**config.mk**
```make
export PLATFORM = sky130hd
export DESIGN_NAME = mem_word_ctrl
export DESIGN_NICKNAME = d
export VERILOG_FILES = /design/src/rtl/mem_word_ctrl.sv
export SDC_FILE = /design/constraint.sdc
export NUM_CORES = 1
export LEC_CHECK = 0
export ABC_AREA = 1
export BUFFER_PORTS_ARGS = -buffer_cell sky130_fd_sc_hd__buf_2
export CAP_MARGIN = 25
export CORE_MARGIN = 2
export CORE_UTILIZATION = 51
export CTS_CLUSTER_DIAMETER = 120
export DETAILED_ROUTE_END_ITERATION = 12
export PLACE_DENSITY = 0.74
export SYNTH_ARGS = -nofsm -noshare
export SYNTH_HDL_FRONTEND = slang
export SYNTH_SLANG_ARGS = --single-unit
```
**constraint.sdc**
```tcl
create_clock -name clk -period 1.55 [get_ports clk]
set_input_delay 0.0775 -clock clk [delete_from_list [all_inputs] [get_ports clk]]
set_output_delay 0.0775 -clock clk [all_outputs]
set_load 0.01 [all_outputs]
```
**src/rtl/mem_word_ctrl.sv**
```systemverilog
// ============================================================================
// Module      : mem_word_ctrl
// Description : Request-driven single-word access sequencer over a
//               DEPTH x WIDTH register array with one-hot select/rw
//               outputs, read-data valid pulse and out-of-range error.
//               Optional macro: MEM_CLEAR_ON_RESET_EN (reset clears storage).
// Revision    : 1.0 - initial release
// ============================================================================
`default_nettype none

module mem_word_ctrl #(
    parameter int WIDTH  = 8,
    parameter int DEPTH  = 4,
    parameter int ADDR_W = 2
) (
    input  logic              clk,
    input  logic              reset,
    input  logic              req,
    input  logic              op,
    input  logic [ADDR_W-1:0] addr,
    input  logic [WIDTH-1:0]  wdata,
    output logic              ready,
    output logic              busy,
    output logic              rw,
    output logic [DEPTH-1:0]  sel,
    output logic [WIDTH-1:0]  rdata,
    output logic              valid,
    output logic              err
);

    localparam logic [1:0] c_idle  = 2'd0;
    localparam logic [1:0] c_write = 2'd1;
    localparam logic [1:0] c_read  = 2'd2;
    localparam logic [1:0] c_done  = 2'd3;

    localparam logic [ADDR_W:0] c_depth = (ADDR_W+1)'(DEPTH);

    logic [1:0]        r_state;
    logic              r_ready;
    logic              r_rw;
    logic [DEPTH-1:0]  r_sel;
    logic [WIDTH-1:0]  r_rdata;
    logic              r_valid;
    logic              r_err;
    logic              r_op;
    logic [ADDR_W-1:0] r_addr;
    logic [WIDTH-1:0]  r_wdata;

    logic [WIDTH-1:0]  r_mem [DEPTH];

    logic [DEPTH-1:0]  w_sel_next;
    logic              w_in_range;
    logic              w_write;

    // Decoded from the request address at capture so sel is registered;
    // an out-of-range address matches no word and yields all-zero.
    for (genvar g = 0; g < DEPTH; g++) begin : g_sel
        localparam logic [ADDR_W-1:0] c_idx = ADDR_W'(g);
        assign w_sel_next[g] = (addr == c_idx);
    end

    assign w_in_range = ({1'b0, r_addr} < c_depth);
    assign w_write    = (r_state == c_write) && w_in_range && !reset;

    always_ff @(posedge clk) begin
        if (reset) begin
            r_state <= c_idle;
            r_ready <= 1'b1;
            r_rw    <= 1'b0;
            r_sel   <= '0;
            r_rdata <= '0;
            r_valid <= 1'b0;
            r_err   <= 1'b0;
            r_op    <= 1'b0;
            r_addr  <= '0;
            r_wdata <= '0;
        end else begin
            case (r_state)
                c_idle: begin
                    if (req) begin
                        r_op    <= op;
                        r_addr  <= addr;
                        r_wdata <= wdata;
                        r_state <= op ? c_write : c_read;
                        r_ready <= 1'b0;
                        r_rw    <= op;
                        r_sel   <= w_sel_next;
                    end
                end
                c_write: begin
                    r_state <= c_done;
                    r_rw    <= 1'b0;
                    r_sel   <= '0;
                    r_valid <= 1'b1;
                    r_err   <= !w_in_range;
                end
                c_read: begin
                    r_state <= c_done;
                    r_sel   <= '0;
                    r_rdata <= w_in_range ? r_mem[r_addr] : '0;
                    r_valid <= 1'b1;
                    r_err   <= !w_in_range;
                end
                c_done: begin
                    r_state <= c_idle;
                    r_ready <= 1'b1;
                    r_valid <= 1'b0;
                    r_err   <= 1'b0;
                end
                default: begin
                    r_state <= c_idle;
                    r_ready <= 1'b1;
                    r_rw    <= 1'b0;
                    r_sel   <= '0;
                    r_valid <= 1'b0;
                    r_err   <= 1'b0;
                end
            endcase
        end
    end

`ifdef MEM_CLEAR_ON_RESET_EN
    always_ff @(posedge clk) begin
        if (reset) begin
            for (int i = 0; i < DEPTH; i++) begin
                r_mem[i] <= '0;
            end
        end else if (w_write) begin
            r_mem[r_addr] <= r_wdata;
        end
    end
`else
    // Storage deliberately has no reset; w_write already blocks reset cycles.
    always_ff @(posedge clk) begin
        if (w_write) begin
            r_mem[r_addr] <= r_wdata;
        end
    end
`endif

    assign ready = r_ready;
    assign busy  = !r_ready;
    assign rw    = r_rw;
    assign sel   = r_sel;
    assign rdata = r_rdata;
    assign valid = r_valid;
    assign err   = r_err;

endmodule

`default_nettype wire

```
# After elaboration in Yosys (flattened, before gate mapping)
# Memory sizes are Yosys's and may differ from the RTL's. A register that Yosys moved wholly into a read port is not among the register bits.
# Cells that the tools add are included.
# classes
n_eq_ne	7
mux	12
n_reduce_logical	14
# ops
operator	count
$eq 2x2->1 const B	4
$pmux 4 s2	1
$reduce_and 2->1	4
$reduce_bool 2->1	4
$pmux 1 s2	3
$pmux 2 s3	1
$eq 2x1->1 const B	2
$logic_not 2->1	2
$mux 1	4
$mux 2	2
$mux 4	1
$logic_not 1->1	2
$ne 2x2->1 const B	1
$reduce_or 2->1	1
$logic_and 1x1->1	1
# word_totals
register_bits	19
ramBits	32
input_bits	14
out_inout_bits	17
word_cells	41
memories	1
# memory_table
name	words	word_bits	rd	rd_clocked_by_memory_dff	write_ports	line_no	text
r_mem	4	8	1	1	1	49	logic [WIDTH-1:0] r_mem [DEPTH];

# Longest topological paths before layout
# depth
depth_word	4
depth_mapped	7
mapped_depth_nobuf	7

# Worst setup path after synthesis
# OpenSTA, ideal clock, no wires.
# synth_path
kind	flip-flop to flip-flop
startpoint	register r_state[1]
endpoint	memory r_mem[0][0] (enable)
setup_time_ps	383
arrival_ps	1277
required_ps	1167
path_slack_ps	-110
path_stages_with_launch	5
n_path_buf	0
period_less_slack_ps	1660
path_cell_list	dfxtp_1 -> inv_1 -> ha_1 -> nand2_1 -> nor3_1
# synth_via
elab_chain_cells	4
# synth_lines
element	line_no	text
start, declared	38	logic [1:0] r_state;
start signal, assigned	67	r_state <= c_idle;
start signal, assigned	84	r_state <= op ? c_write : c_read;
start signal, assigned	91	r_state <= c_done;
$eq 2x1->1	63	assign w_write = (r_state == c_write) && w_in_range && !reset;
$logic_and 1x1->1	63	
$mux 1	135	if (w_write) begin
$mux 1 (implied by the code)	136	r_mem[r_addr] <= r_wdata;
end, declared	49	
# No other way between the ends.

# Worst setup path after layout
# layout_path
startpoint	register r_state[1]
endpoint	register r_sel[3] (netlist: sel[3])
# layout_via
elab_chain_cells	4
elab_cells_between_ends	8
classes_between	3 x eq/ne; 1 x mux; 4 x reduce/logical
# layout_lines
element	line_no	text
$eq 2x1->1 or $eq 2x2->1 (tied branches)	78	case (r_state)
$reduce_or 2->1 (no line)	n/a	
$reduce_bool 2->1 (no line)	n/a	
$reduce_and 2->1 (no line)	n/a	
end signal, assigned	87	r_sel <= w_sel_next;
end, declared	41	logic [DEPTH-1:0] r_sel;
# Parallel ways exist; a longest one is shown, timed or not.
# A chain may end at the register's enable or synchronous reset.

==> results.md <==
Routing:
- After detailed routing, the number of remaining DRC violations is 0.
- The per-cell routed wire length is 13.2 um.
- Using the TritonRoute via totals, the vias-per-cell ratio works out to 5.03.
- The final wirelength is 4500 um.
- The total via count after detailed routing is 1709.
- After the first detailed-routing iteration, the DRC count stood at 97.
- The count of nets left with antenna violations once routing finished came out at 0.
- The first-pass iteration count of the detailed router is 4.

Floorplanning:
- The floorplan has 25 rows.
- In this run the vertical extent of the chip is 73.0 um.
- 31 I/O pins were placed.
- The initial utilization of the core area, before any placement, comes to 52.1%.
- From left edge to right edge, the die measures 73.0 um.
- The area of the core is 4660 um2.
- The die covers 5320 um2.

Power:
- The worst-case IR drop observed on VDD is 1150 uV.
- The leakage power is 1.20 nW.
- Power spread over the standard cell area amounts to 1770 nW/um2.

CTS:
- In this run, CTS created clock tree buffers numbering 9.
- The cell at the root of the clock tree is sky130_fd_sc_hd__clkbuf_8.
- The sink count of the clock tree is 59.
- At the later pin of the worst-skew pair, clock insertion delay measures 330 ps.
- The clock tree synthesis step divided the H-tree into 3 levels.
- The longest clock path from root to sink contains 2 buffers.
- Clock-pin slew was measured on the worst setup and hold paths at 60 ps.
- The TritonCTS clock tree is built.

Hold path:
- In this run the worst hold path is classified as input pin to flip-flop.

GRT:
- Entering global routing, the biggest net connects 26 pins.
- The initial antenna violation count came to 0.
- The first-pass GRT wire length is 7510 um.
- The overall track demand over capacity in global routing is 19.4%.
- The via count of the first global-routing pass was 1657.
- The total overflow left after global routing is 0.

STA:
- For the pin with the worst max-slew slack, the measured transition is 533 ps.
- The fmax is 0.686 GHz.
- Setup repair after global routing could not meet its margin everywhere.
- The post-route worst hold slack is 15.0 ps.
- The shortest clock period the worst path allows after layout is 1460 ps.
- The final count of hold timing violations is 0.
- The number of setup violations in the final report is 0.
- The worst path uses 94.0% of the clock period.
- The number of max-slew violations in the final report is 0.
- The tightest slew margin relative to the limit is 64.5%.
- On the final layout, the worst clock skew is 8.47 ps.

Run status:
- The flow ran to the end, and the final reports show no timing, DRC or antenna violations.

Logic synthesis:
- The total nets after synthesis is 254.
- The post-synthesis sequential area ratio is 61.9%.
- The count of different cell masters after synthesis is 23.
- Counting every instance in the synthesized netlist gives 235.
- The average instance in the mapped netlist occupies 10.3 um2.
- In this run the cell area of the synthesized design comes to 2430 um2.
- The synthesized design contains 59 register bits.
- The number of warnings printed during yosys synthesis is 0.

Setup path:
- Of all nets on the critical path, the largest fanout is 7.
- The beginning of the worst register-to-register path is r_state[1]$_SDFFE_PP0P_.
- The source of the critical timing path is r_state[1]$_SDFFE_PP0P_.
- The worst register-to-register path has a setup slack of 90 ps.
- The endpoint of the most critical register-to-register path is sel[3]$_SDFFE_PP0P_.
- The endpoint of the most critical setup path is sel[3]$_SDFFE_PP0P_.
- The class of the most critical setup path is flip-flop to flip-flop.
- The startpoint type of the worst setup path is a flip-flop.
- The critical path data arrival time is 1680 ps.
- The kind of end point of the critical path is a flip-flop.
- The worst endpoint required time is 1780 ps.
- Counting cells, the worst reg-to-reg path comes to 7.

Place:
- Input and output buffers added on the ports amount to 29.
- The placed instances occupy a cell area of 2620 um2.
- At the end of routability-driven placement, the weighted congestion stood at 0.772.
- The detailed placement HPWL is 3000 um.

Run:
- The max-cap violation count is 0.

Finish:
- The repair_antennas step left the layout with diodes totalling 0.
- In the layout the commonest cells are sky130_fd_sc_hd__nor2_1 (41), sky130_fd_sc_hd__edfxtp_1 (32), sky130_fd_sc_hd__buf_2 (29).
- The most common cell after layout, fill and taps aside is sky130_fd_sc_hd__nor2_1.
- The final cell area excluding filler cells is 2880 um2.
- After the last flow step, the layout net total stands at 300.
- Compared with the post-synthesis result, the final layout area differs by 18.7%.
- In the final layout, the share of cells above drive strength 1 is 24.1%.
-- cell usage after synthesis --
cell                       instances  area (um2)
sky130_fd_sc_hd__nor2_1           41         154
sky130_fd_sc_hd__edfxtp_1         32         961
sky130_fd_sc_hd__dfxtp_1          27         541
sky130_fd_sc_hd__nand2_1          27         101
sky130_fd_sc_hd__nand3_1          27         135
sky130_fd_sc_hd__o21ai_0          23         115
sky130_fd_sc_hd__inv_1            12        45.0
sky130_fd_sc_hd__a21oi_1           8        40.0
sky130_fd_sc_hd__nand3_2           8        80.1
sky130_fd_sc_hd__nor3_1            6        30.0
sky130_fd_sc_hd__ha_1              5        62.6
sky130_fd_sc_hd__buf_2             4        20.0
sky130_fd_sc_hd__buf_4             2        15.0
sky130_fd_sc_hd__buf_6             2        22.5
sky130_fd_sc_hd__inv_2             2        7.51
sky130_fd_sc_hd__o21ai_1           2        10.0
sky130_fd_sc_hd__buf_12            1        20.0
sky130_fd_sc_hd__buf_8             1        15.0
sky130_fd_sc_hd__clkbuf_2          1        5.00
sky130_fd_sc_hd__conb_1            1        3.75
sky130_fd_sc_hd__nand2_2           1        6.26
sky130_fd_sc_hd__nor2_8            1        20.0
sky130_fd_sc_hd__o21ai_4           1        16.3
-- worst max-delay path: stages, from the launching register on --
cell and delay, ps:
sky130_fd_sc_hd__dfxtp_1 380, sky130_fd_sc_hd__inv_1 100, sky130_fd_sc_hd__ha_2 390, sky130_fd_sc_hd__inv_2 70, sky130_fd_sc_hd__o21ai_4 210, sky130_fd_sc_hd__inv_2 60
sky130_fd_sc_hd__nor2_1 90, sky130_fd_sc_hd__nor2_1 60
-- report_power, final --
group,switching (mW),leakage (nW),total (mW),internal [mW]
combinational,1.01,0.585,1.61,0.600
sequential,0.202,0.518,2.22,2.02
clock,0.554,0.0965,1.26,0.707
total,1.77,1.20,5.10,3.33
-- metrics by stage --
step	util (%)	total power [mW]	setup slack [ps]	TNS, ps	instances
4_1_cts	61.6	5.12	74.7	0	340
2_1_floorplan	-	3.41	-110	-3530	235
3_5_place_dp	56.1	3.83	85.5	0	317
5_1_grt	61.8	5.46	-17.8	-24.9	340
6_report	61.8	5.10	93.0	0	340
3_3_place_gp	56.1	3.77	198	0	317
-- flip-flops by register name (all words and copies together), names as in the netlist --
name and count:
ready 1, rw 1, sel 4, r_wdata 8, r_mem 32, rdata 8
r_state 2, valid 1, r_addr 2
-- worst min-delay path by stage --
| stage | from | end | slack (ps) | cells past startpoint |
|---|---|---|---|---|
| finish | wdata[4] | r_wdata[4]$_SDFFE_PP0P_ | 10 | 3 |
| CTS | wdata[4] | r_wdata[4]$_SDFFE_PP0P_ | 10 | 3 |
| floorplan | reset | rw$_SDFFE_PP0P_ | 150 | 1 |
| global placement | reset | rw$_SDFFE_PP0P_ | 270 | 2 |
| global route | wdata[7] | r_wdata[7]$_SDFFE_PP0P_ | 20 | 3 |
| detailed placement | reset | rw$_SDFFE_PP0P_ | 270 | 2 |
-- kinds of logic after synthesis --
family	share of synthesized area (%)
other	0.155
DFF	61.9
and+or+nand+nor	21.7
buffers and inverters	6.19
adders and majority gates	2.58
AOI/OAI and AO/OA	7.48
-- cell type report --
cell class,count,area [um2]
fill,412,1780
sequential,59,1500
multi-input combinational,151,785
timing repair buffer,46,290
clock buffer,14,173
tap,54,67.6
inverter,14,52.6
clock inverter,2,10.0
-- timing repair --
item,4_1_cts,5_1_grt
resized for setup,0,3
endpoints found under the hold margin,8,0
hold buffers,7,0
endpoints found under the setup margin,0,9
setup buffers,0,0
-- routing by layer --
metal  share of wire, %  track usage, %  wire length (um)  vias to the layer above
li1                   -               -                 -                      887
met1                 48            25.1              2150                      764
met2                 45            28.9              2030                       48
met3                5.4            6.63               244                       10
met4                1.6            10.5                70                        0
met5                  0               0                 0                        -
Note: power is estimated with default switching activity, not from simulation.
